### src/rtl/mandelbrot_pixel_sink.sv
// Host-side pacer for the Mandelbrot engine: runs one pixel at a time and packs two 4-bit results per framebuffer byte.
// Optional engine-start timeout with sticky err flag is built when MANDEL_SINK_TIMEOUT_EN is defined.
module mandelbrot_pixel_sink #(
  parameter int WIDTH     = 320,
  parameter int HEIGHT    = 240,
  parameter int ADDRWIDTH = 16,
  parameter int TIMEOUT   = 15
) (
  input  logic                 clk,
  input  logic                 rst_n,
  input  logic                 start,
  output logic                 busy,
  output logic                 frame_done,
  output logic                 m_run,
  input  logic                 m_running,
  input  logic [3:0]           m_ctr_out,
  input  logic                 m_finished,
  output logic                 wr_valid,
  input  logic                 wr_ready,
  output logic [ADDRWIDTH-1:0] wr_addr,
  output logic [7:0]           wr_data,
  output logic                 err
);

  localparam int NPIX = WIDTH * HEIGHT;
  localparam int PW   = (NPIX > 1) ? $clog2(NPIX) : 1;

  typedef enum logic [2:0] {
    S_IDLE,
    S_ISSUE,
    S_WAIT_START,
    S_WAIT_DONE,
    S_WRITE
  } state_t;

  state_t               state_q;
  logic [PW-1:0]        pix_q;
  logic [3:0]           nib_q;
  logic                 m_run_q;
  logic                 wr_valid_q;
  logic                 frame_done_q;
  logic [ADDRWIDTH-1:0] wr_addr_q;
  logic [7:0]           wr_data_q;

`ifdef MANDEL_SINK_TIMEOUT_EN
  localparam int TW = $clog2(TIMEOUT + 1);
  logic [TW-1:0] tmo_q;
  logic          err_q;
`endif

  // Frame end is decided by pixel_index alone; m_finished is informational.
  logic unused_inputs;
  assign unused_inputs = m_finished ^ (TIMEOUT == 0);

  always_ff @(posedge clk or negedge rst_n) begin
    if (!rst_n) begin
      state_q      <= S_IDLE;
      pix_q        <= '0;
      nib_q        <= '0;
      m_run_q      <= 1'b0;
      wr_valid_q   <= 1'b0;
      frame_done_q <= 1'b0;
      wr_addr_q    <= '0;
      wr_data_q    <= '0;
`ifdef MANDEL_SINK_TIMEOUT_EN
      tmo_q        <= '0;
      err_q        <= 1'b0;
`endif
    end else begin
      frame_done_q <= 1'b0;
      case (state_q)
        S_IDLE: begin
          if (start) begin
            pix_q   <= '0;
            m_run_q <= 1'b1;
            state_q <= S_ISSUE;
          end
        end
        S_ISSUE: begin
          m_run_q <= 1'b0;
          state_q <= S_WAIT_START;
`ifdef MANDEL_SINK_TIMEOUT_EN
          tmo_q   <= '0;
`endif
        end
        S_WAIT_START: begin
          if (m_running) state_q <= S_WAIT_DONE;
`ifdef MANDEL_SINK_TIMEOUT_EN
          else if (tmo_q == TW'(TIMEOUT - 1)) begin
            err_q   <= 1'b1;
            m_run_q <= 1'b1;
            state_q <= S_ISSUE;
          end else begin
            tmo_q <= tmo_q + TW'(1);
          end
`endif
        end
        S_WAIT_DONE: begin
          // Even pixels park in the low nibble; odd pixels complete the byte.
          if (!m_running) begin
            if (!pix_q[0]) begin
              nib_q   <= m_ctr_out;
              pix_q   <= pix_q + PW'(1);
              m_run_q <= 1'b1;
              state_q <= S_ISSUE;
            end else begin
              wr_data_q  <= {m_ctr_out, nib_q};
              wr_addr_q  <= ADDRWIDTH'(pix_q >> 1);
              wr_valid_q <= 1'b1;
              state_q    <= S_WRITE;
            end
          end
        end
        S_WRITE: begin
          if (wr_ready) begin
            wr_valid_q <= 1'b0;
            if (pix_q == PW'(NPIX - 1)) begin
              frame_done_q <= 1'b1;
              state_q      <= S_IDLE;
            end else begin
              pix_q   <= pix_q + PW'(1);
              m_run_q <= 1'b1;
              state_q <= S_ISSUE;
            end
          end
        end
        default: state_q <= S_IDLE;
      endcase
    end
  end

  assign busy       = (state_q != S_IDLE);
  assign frame_done = frame_done_q;
  assign m_run      = m_run_q;
  assign wr_valid   = wr_valid_q;
  assign wr_addr    = wr_addr_q;
  assign wr_data    = wr_data_q;

`ifdef MANDEL_SINK_TIMEOUT_EN
  assign err = err_q;
`else
  assign err = 1'b0;
`endif

endmodule

### config.mk
export PLATFORM = sky130hd
export DESIGN_NAME = mandelbrot_pixel_sink
export DESIGN_NICKNAME = d
export VERILOG_FILES = /design/src/rtl/mandelbrot_pixel_sink.sv
export SDC_FILE = /design/constraint.sdc
export NUM_CORES = 1
export LEC_CHECK = 0
export ABC_AREA = 1
export BUFFER_PORTS_ARGS = -buffer_cell sky130_fd_sc_hd__buf_2
export CAP_MARGIN = 15
export CORE_MARGIN = 3
export CORE_UTILIZATION = 45
export DETAILED_ROUTE_END_ITERATION = 8
export PLACE_DENSITY = 0.75
export SYNTH_ARGS = -nofsm -noshare
export SYNTH_HDL_FRONTEND = slang
export SYNTH_SLANG_ARGS = --single-unit
export TNS_END_PERCENT = 5
### constraint.sdc
create_clock -name clk -period 2.2 [get_ports clk]
set_clock_uncertainty 0.05 [all_clocks]
set_input_delay 0.44 -clock clk [delete_from_list [all_inputs] [get_ports clk]]
set_output_delay 0.44 -clock clk [all_outputs]
set_load 0.01 [all_outputs]
==> out/results.txt, run 1 <==
The run finished with clean final reports. Dividing the detail-routed wire length by the instance count gives 12.9 µm. The hold violation total from the final report came out at 0. Final period demand of the worst path: 1.74 ns.

The share of final-layout standard cells stronger than drive strength 1 was 20.4%. The run gives 0 as the final number of max-transition violations. The core area is 5680 µm², and the share of synthesized registers carrying an async set or reset is 100%. The number of clock sinks seen by CTS was 51. TritonCTS built the clock tree. Critical path endpoint category: a flip-flop. The count of buffers inserted at the top-level ports came out at 36. The worst setup path is of the reg2reg kind. The run gives 0 as the antenna diode instance count.

Data on the critical path is required at its endpoint by 2.40 ns. After floorplanning, the core was divided into 27 placement rows. The global routing usage summed across all routing layers was 17.8%. The tools report the post-detailed-routing wire length as 5720 µm. dfrtp_1 takes more of the synthesized area than any other cell. The average cell area after synthesis was 8.09 µm². Across the run, the number of max-cap violations was 0.

The number of nets in the synthesized netlist was 348. The power density over the cells came out at 930 nW/µm². After synthesis the netlist holds a flip-flop and latch count of 51. The first TritonRoute pass finished after 4 iterations. The share of the cycle needed by the critical path after routing is 79.0%, and the worst setup slack after placement is 0.452 ns. At the end of routability-driven placement, the weighted congestion stood at 0.911. The number of warnings reported in the yosys synthesis log came out at 0. The slowest stage of the critical path belongs to the cell dfrtp_1. The tightest min-delay check is of the in2async type. Traced cell by cell, the critical path runs through nand2_2 -> clkinv_2 -> nand3_4 -> nand2_4 -> nor2_4 -> nand2_1 -> nand2_1.

In this run, post-CTS repair resized a total of 0 instances. In this run the number of H-tree levels came out at 2. During I/O placement, the number of pins put on the boundary was 39.

By count the netlist is led by nand2_1, dfrtp_1, o21ai_0. At the later pin of the worst-skew pair, clock insertion delay measures 0.31 ns. The worst-case IR drop observed on VDD is 500 µV. The sum of negative setup slack came out at 0 ns. The worst register-to-register path ends at pix_q[4]$_DFFE_PN0P_.

In this run the static leakage power is 1.59 nW. The number of violations reported at the end of detailed-routing iteration 0 is 142. Hold timing on the final database bottoms out at a slack of 0.0162 ns.

The initial antenna violation count is 0, and the count of vias placed by the detailed router is 2256. The switching share of power came out at 38.2%. The number of enable-type register cells in the synthesized netlist is 0.

The run gives 22.2% as the power share of the clock group. The most used flip-flop cell after synthesis is dfrtp_1. Registers are responsible for 41.6% of the overall power. The internal power component was 1.75 mW; the reg2reg setup slack was 0.46 ns. Dividing the detail-routed via count by the number of cells gives 5.08.

The tools report the number of buffers added by the clock tree synthesis step as 5. Clock-pin slew was measured on the worst setup and hold paths at 0.08 ns. In this run the power spent charging and discharging nets is 1.08 mW. Setup violations remaining at the end of the flow were counted as 0. Setup repair after global routing left no endpoint under its margin. Buffers inserted to repair hold after CTS numbered 0.

The final worst setup slack is 0.462 ns, and the number of nets in the layout is 384. The worst path buffer plus inverter count was 1. Clock root buffer: clkbuf_8. The remaining antenna violation count came out at 0. After legalization and detailed placement, the total HPWL measured 4260 µm. The run gives 43 as the largest net degree at the start of global routing. The cell type with the highest occurrence count on the critical path was nand2_1. Of the synthesized area, sequential elements account for 46.9%. Source of the worst register-to-register timing path: state_q[2]$_DFFE_PN0P_. The floorplan step defined a die boundary enclosing 7010 µm². Measured in cells, the most critical reg-to-reg path has a length of 7. The design draws 2.84 mW. The first global-routing pass estimated 10300 µm of wire.

The die is 83.7 µm wide. The achievable frequency came out at 0.575 GHz. The tools report the total congestion overflow as 0. Grouping stages by cell kind, the critical path spends the most delay in simple AND/OR/NAND/NOR gates. Of all nets on the critical path, the largest fanout is 12. The top cell type by area accounts for 46.9% of the synthesized area. The share of total power dissipated in combinational logic is 36.2%.

Post-CTS timing repair inserted 0 buffers for setup. The worst setup path is launched from a flip-flop. Synthesis produced a netlist whose cell count is 336.

The highest cell delay on the worst timing path came out at 0.49 ns. From synthesis to final layout, the design area changed by 12.3%. The number of distinct standard cells referenced by the synthesized netlist is 29. For this run, design rule violations remaining after detail routing come to 0. From bottom edge to top edge, the die measures 83.7 µm. Counting along the longest clock path gives a buffer depth of 2. The worst path arrival time is 1.94 ns. By area the synthesized netlist is led by dfrtp_1, nand2_1, o21ai_0, inv_1, nand3_1. The tools report the via count of the first global-routing pass as 2182. After synthesis the cells add up to 2720 µm². The most frequent cell after synthesis was nand2_1.

Once the floorplan was initialized, standard cells occupied 47.9% of the core.
## layout make-up
class	instances	area [µm²]
Multi-Input combinational cell	242	1240
Clock buffer	5	68.8
Tap cell	72	90.1
Fill cell	525	2620
Timing Repair Buffer	38	208
Clock inverter	2	37.5
Sequential cell	51	1280
Inverter	34	129
## routing by layer
| layer | global-route usage (%) | vias up | wire length [µm] | share of wire [%] |
|---|---|---|---|---|
| li1 | - | 1141 | - | - |
| met1 | 23.1 | 1032 | 2600 | 45 |
| met2 | 29.3 | 69 | 2620 | 46 |
| met3 | 2.57 | 14 | 363 | 6.3 |
| met4 | 8.19 | 0 | 134 | 2.3 |
| met5 | 0 | - | 0 | 0 |
## cell usage in the layout, fill, tap and decap left out, drive strengths merged, types with 2 or more instances in the layout
cell / count
nor2: 30
buf: 38
o21ai: 39
nand3: 27
a21oi: 6
nand2: 120
mux2: 8
clkbuf: 5
ha: 2
nand4: 4
dfrtp: 51
xor2: 2
inv: 33
## logic make-up (layout without fill, tap and decap cells)
logic type      after synthesis  count (layout)  synth area share, %
fa+ha+maj                     2               2                0.920
buf+inv                      43              79                 7.27
simple gates                182             182                 31.2
xor+xnor                      2               2                0.644
flops                        51              51                 46.9
mux                           8               8                 4.14
compound gates               47              47                 8.79
other cells                   1               1                0.138
## worst reg2reg max path: stages (launching register included)
cell	delay, ns
dfrtp_1	0.49
nand2_2	0.22
clkinv_2	0.22
nand3_4	0.18
nand2_4	0.08
nor2_4	0.27
nand2_1	0.10
nand2_1	0.07
## power groups by stage
stage / combinational (mW) / clock (mW) / sequential [mW]
floorplan: 0.755 / 0 / 1.23
detailed placement: 1.04 / 0 / 1.20
CTS: 1.04 / 0.647 / 1.18
global placement: 1.02 / 0 / 1.19
global route: 1.15 / 0.695 / 1.20
finish: 1.03 / 0.631 / 1.18
## flip-flops by register name (all words and copies together) (netlist names)
signal      cells
pix_q          17
frame_done      1
wr_addr        16
state_q         3
nib_q           4
wr_data         8
m_run           1
wr_valid        1
## through the flow
step | util [%] | cell area (µm²) | instances
after floorplan | - | 2720 | 336
after global placement | 51.9 | 2950 | 437
after detailed placement | 51.9 | 2950 | 437
after CTS | 53.8 | 3050 | 444
after global routing | 53.8 | 3050 | 444
final | 53.8 | 3050 | 444
## worst max path at each step
stage | from | endpoint | slack, ns | cells after the start
6_report | state_q[2]$_DFFE_PN0P_ | pix_q[4]$_DFFE_PN0P_ | 0.46 | 7
2_1_floorplan | pix_q[1]$_DFFE_PN0P_ | pix_q[4]$_DFFE_PN0P_ | 0.59 | 11
4_1_cts | pix_q[1]$_DFFE_PN0P_ | pix_q[2]$_DFFE_PN0P_ | 0.44 | 8
3_5_place_dp | pix_q[1]$_DFFE_PN0P_ | pix_q[2]$_DFFE_PN0P_ | 0.45 | 8
5_1_grt | pix_q[1]$_DFFE_PN0P_ | pix_q[11]$_DFFE_PN0P_ | 0.28 | 9
3_3_place_gp | pix_q[1]$_DFFE_PN0P_ | pix_q[2]$_DFFE_PN0P_ | 0.47 | 8
Note: power is estimated with default switching activity, not from simulation.
==> run 2, diff against run 1 <==
==> constraint.sdc (replaced) <==
create_clock -name clk -period 1.6 [get_ports clk]
set_clock_uncertainty 0.05 [all_clocks]
set_input_delay 0.32 -clock clk [delete_from_list [all_inputs] [get_ports clk]]
set_output_delay 0.32 -clock clk [all_outputs]
set_load 0.01 [all_outputs]
==> run 2 against run 1 <==
Net effect: the flow now finishes with violations (setup timing); wire length is 13% higher; sequential share of layout area is 4.6 points lower; total power is 48% higher; utilization is 6.7 points higher; global-route usage is 1.4 points higher; via count is 7.4% higher; setup slack worse by 0.48 ns; highest routed layer unchanged.
==> out/results.txt, run 2 (synthesis gave the netlist of run 1 again) <==
The flow ran to the end, but the final reports show violations. The checks that failed: setup timing. The tools report the first-pass GRT wire length as 11000 µm (was 10300 µm). The worst path arrival time is 1.77 ns (was 1.94 ns). The number of violations reported at the end of detailed-routing iteration 0 was 172 (was 142). The worst min-delay path class was in2reg (was in2async).

Most flop-heavy register: pix_q (unchanged). The critical path launch point type is a flip-flop (unchanged). Setup repair after global routing could not meet its margin everywhere. Global placement routability congestion: 0.923 (was 0.911). The count of vias placed by the detailed router is 2424 (was 2256), and the maximum VDD drop is 818 µV (was 500 µV). The number of clock sinks seen by CTS was 51 (unchanged); the length of the first detailed-routing pass in iterations was 4 (unchanged).

The tools report the die area as 7010 µm² (unchanged). The total congestion overflow came out at 0 (unchanged). The number of nets in the layout is 427 (was 384). Source of the worst register-to-register timing path: state_q[1]$_DFFE_PN0P_ (was state_q[2]$_DFFE_PN0P_). The logs give 60.6% (was 53.8%) for the utilization of the core after routing and 5 (unchanged) for the number of buffers added by the clock tree synthesis step. The CTS H-tree depth came out at 2 (unchanged).

The leading cell type in the layout, fill and taps excluded was nand2_1 (unchanged). The tools report the number of max-cap violations as 0 (unchanged). The global routing usage summed across all routing layers is 19.2% (was 17.8%), and the count of standard-cell rows is 27 (unchanged). The run gives 5680 µm² (unchanged) as the core area. The final setup violation count is 9 (was 0). The critical path endpoint category was a flip-flop (unchanged). The layout overhead on the synthesized area was 26.4% (was 12.3%); the buffer depth of the longest clock path was 2 (unchanged). The latest clock arrival within the worst-skew pair is 0.30 ns (was 0.31 ns), and the initial antenna violation count is 0 (unchanged). The post-detailed-route wirelength per cell works out to 13.2 µm (was 12.9 µm). The via count of the first global-routing pass is 2345 (was 2182), and the total placed instance area is 3250 µm² (was 2950 µm²). The share of final-layout standard cells stronger than drive strength 1 is 31.3% (was 20.4%), and the overall die height is 83.7 µm (unchanged). The final worst setup slack is -0.0175 ns (was 0.462 ns), and the number of flip-flops in the largest register is 17 (unchanged). The run gives 0.618 GHz (was 0.575 GHz) as the achievable frequency. The run gives 1.75 ns (was 2.40 ns) as the required time at the worst-slack endpoint. The logs give 0 (unchanged) for the hold violation total from the final report and 39 (unchanged) for the top-level port count.

The remaining antenna violation count is 0 (unchanged), and the cell leakage power is 1.80 nW (was 1.59 nW). The remaining routing DRC violations came out at 0 (unchanged). The endpoint of the worst hold-timing path is wr_data[5]$_DFFE_PN0P_.

The worst reg2reg path endpoint was pix_q[16]$_DFFE_PN0P_ (was pix_q[4]$_DFFE_PN0P_). For the largest net degree at the start of global routing, the log shows 52 (was 43). The final period demand of the worst path was 1.62 ns (was 1.74 ns); the starting density of the core was 47.9% (unchanged).

Width of the chip: 83.7 µm (unchanged). The run gives 4740 µm (was 4260 µm) as the HPWL after detailed placement. TritonCTS built the clock tree. The type of the worst setup path is reg2reg (unchanged). The cell count of the worst hold path was 3; the number of cells traversed by the worst register-to-register path was 7 (unchanged).

The final number of max-transition violations is 0 (unchanged). The per-cell via count in the routed design works out to 4.97 (was 5.08). The count of buffers inserted at the top-level ports was 36 (unchanged); the antenna diode instance count was 0 (unchanged). The power density over the cells was 1220 nW/µm² (was 930 nW/µm²). The cell area after layout was 3440 µm² (was 3050 µm²).

The reg2reg setup slack is -0.02 ns (was 0.46 ns), and the power consumption is 4.20 mW (was 2.84 mW). The share of the cycle needed by the critical path after routing is 101% (was 79.0%), and the post-detailed-routing wire length is 6450 µm (was 5720 µm). The maximum fanout count along the critical path works out to 18 (was 12). Clock root buffer: clkbuf_8 (unchanged). Clock edge transition at the registers on the reported setup and hold paths: 0.09 ns (was 0.08 ns). The startpoint identified for the worst hold timing path is m_ctr_out[1].

Most frequent cells in the layout: nand2_1, dfrtp_1, buf_4, o21ai_0, buf_2 (was nand2_1, dfrtp_1, o21ai_0, buf_2, inv_1).
[run 2: cell count changes in the layout (fill, tap and decap cells not counted), moves of 3 or more]
cell	previous run	this run
buf_4	1	39
nor2_1	22	17
nor2_2	3	7
buf_6	0	3
nand2_1	114	111
nand2_2	4	7
[run 2: timing repair]
| item | in CTS | in global routing |
|---|---|---|
| setup buffers | 0 | 2 |
| gates resized for setup | 7 | 11 |
| hold buffers | 1 | 0 |
| hold endpoints to repair | 51 | 0 |
| pin swaps | 6 | 8 |
| setup endpoints to repair | 21 | 30 |
[run 2: layer usage]
layer | vias up | part of all wire [%] | track usage, %
met3 | 6 | 6.3 | 3.06
li1 | 1231 | - | -
met2 | 75 | 47 | 31.2
met5 | - | 0 | 0
met4 | 0 | 1.2 | 6.29
met1 | 1112 | 46 | 26.0
[run 2: how the worst max path moves through the flow]
stage | slack, ns | from | cells after the start | endpoint
finish | -0.02 | state_q[1]$_DFFE_PN0P_ | 7 | pix_q[16]$_DFFE_PN0P_
floorplan | -0.008 | pix_q[1]$_DFFE_PN0P_ | 11 | pix_q[4]$_DFFE_PN0P_
detailed placement | -0.06 | pix_q[0]$_DFFE_PN0P_ | 11 | pix_q[16]$_DFFE_PN0P_
global route | -0.12 | pix_q[0]$_DFFE_PN0P_ | 11 | pix_q[9]$_DFFE_PN0P_
global placement | 0.003 | pix_q[0]$_DFFE_PN0P_ | 11 | pix_q[11]$_DFFE_PN0P_
CTS | -0.03 | state_q[1]$_DFFE_PN0P_ | 6 | pix_q[2]$_DFFE_PN0P_
[run 2: area by class of cell]
class | instances | area, µm²
fill | 489 | 2240
timing repair buffer | 81 | 557
clock buffer | 6 | 82.6
inverter | 34 | 133
multi-input combinational | 242 | 1280
sequential | 51 | 1280
clock inverter | 2 | 16.3
tap | 72 | 90.1
[run 2: critical path, cell delays in order (launching register included)]
cell	delay [ns]
dfrtp_1	0.40
nor2_2	0.26
buf_4	0.18
nor2_1	0.08
inv_1	0.12
nand3_4	0.22
nand2_1	0.14
nand2_1	0.06
[run 2: power breakdown]
part / leakage (nW) / internal (mW) / total (mW) / switching, mW
combinational: 1.06 / 0.717 / 1.80 / 1.09
sequential: 0.685 / 1.49 / 1.61 / 0.118
clock: 0.0474 / 0.354 / 0.785 / 0.431
total: 1.80 / 2.56 / 4.20 / 1.64
[run 2: metrics by stage]
step	setup TNS (ns)	worst slack, ns	hold slack, ns	instances
detailed placement	-0.367	-0.0624	0.283	477
floorplan	-0.0760	-0.00788	-0.0256	336
global route	-1.67	-0.116	0.255	488
global placement	0	0.00295	0.278	477
CTS	-0.109	-0.0282	0.235	486
finish	-0.0677	-0.0175	0.240	488
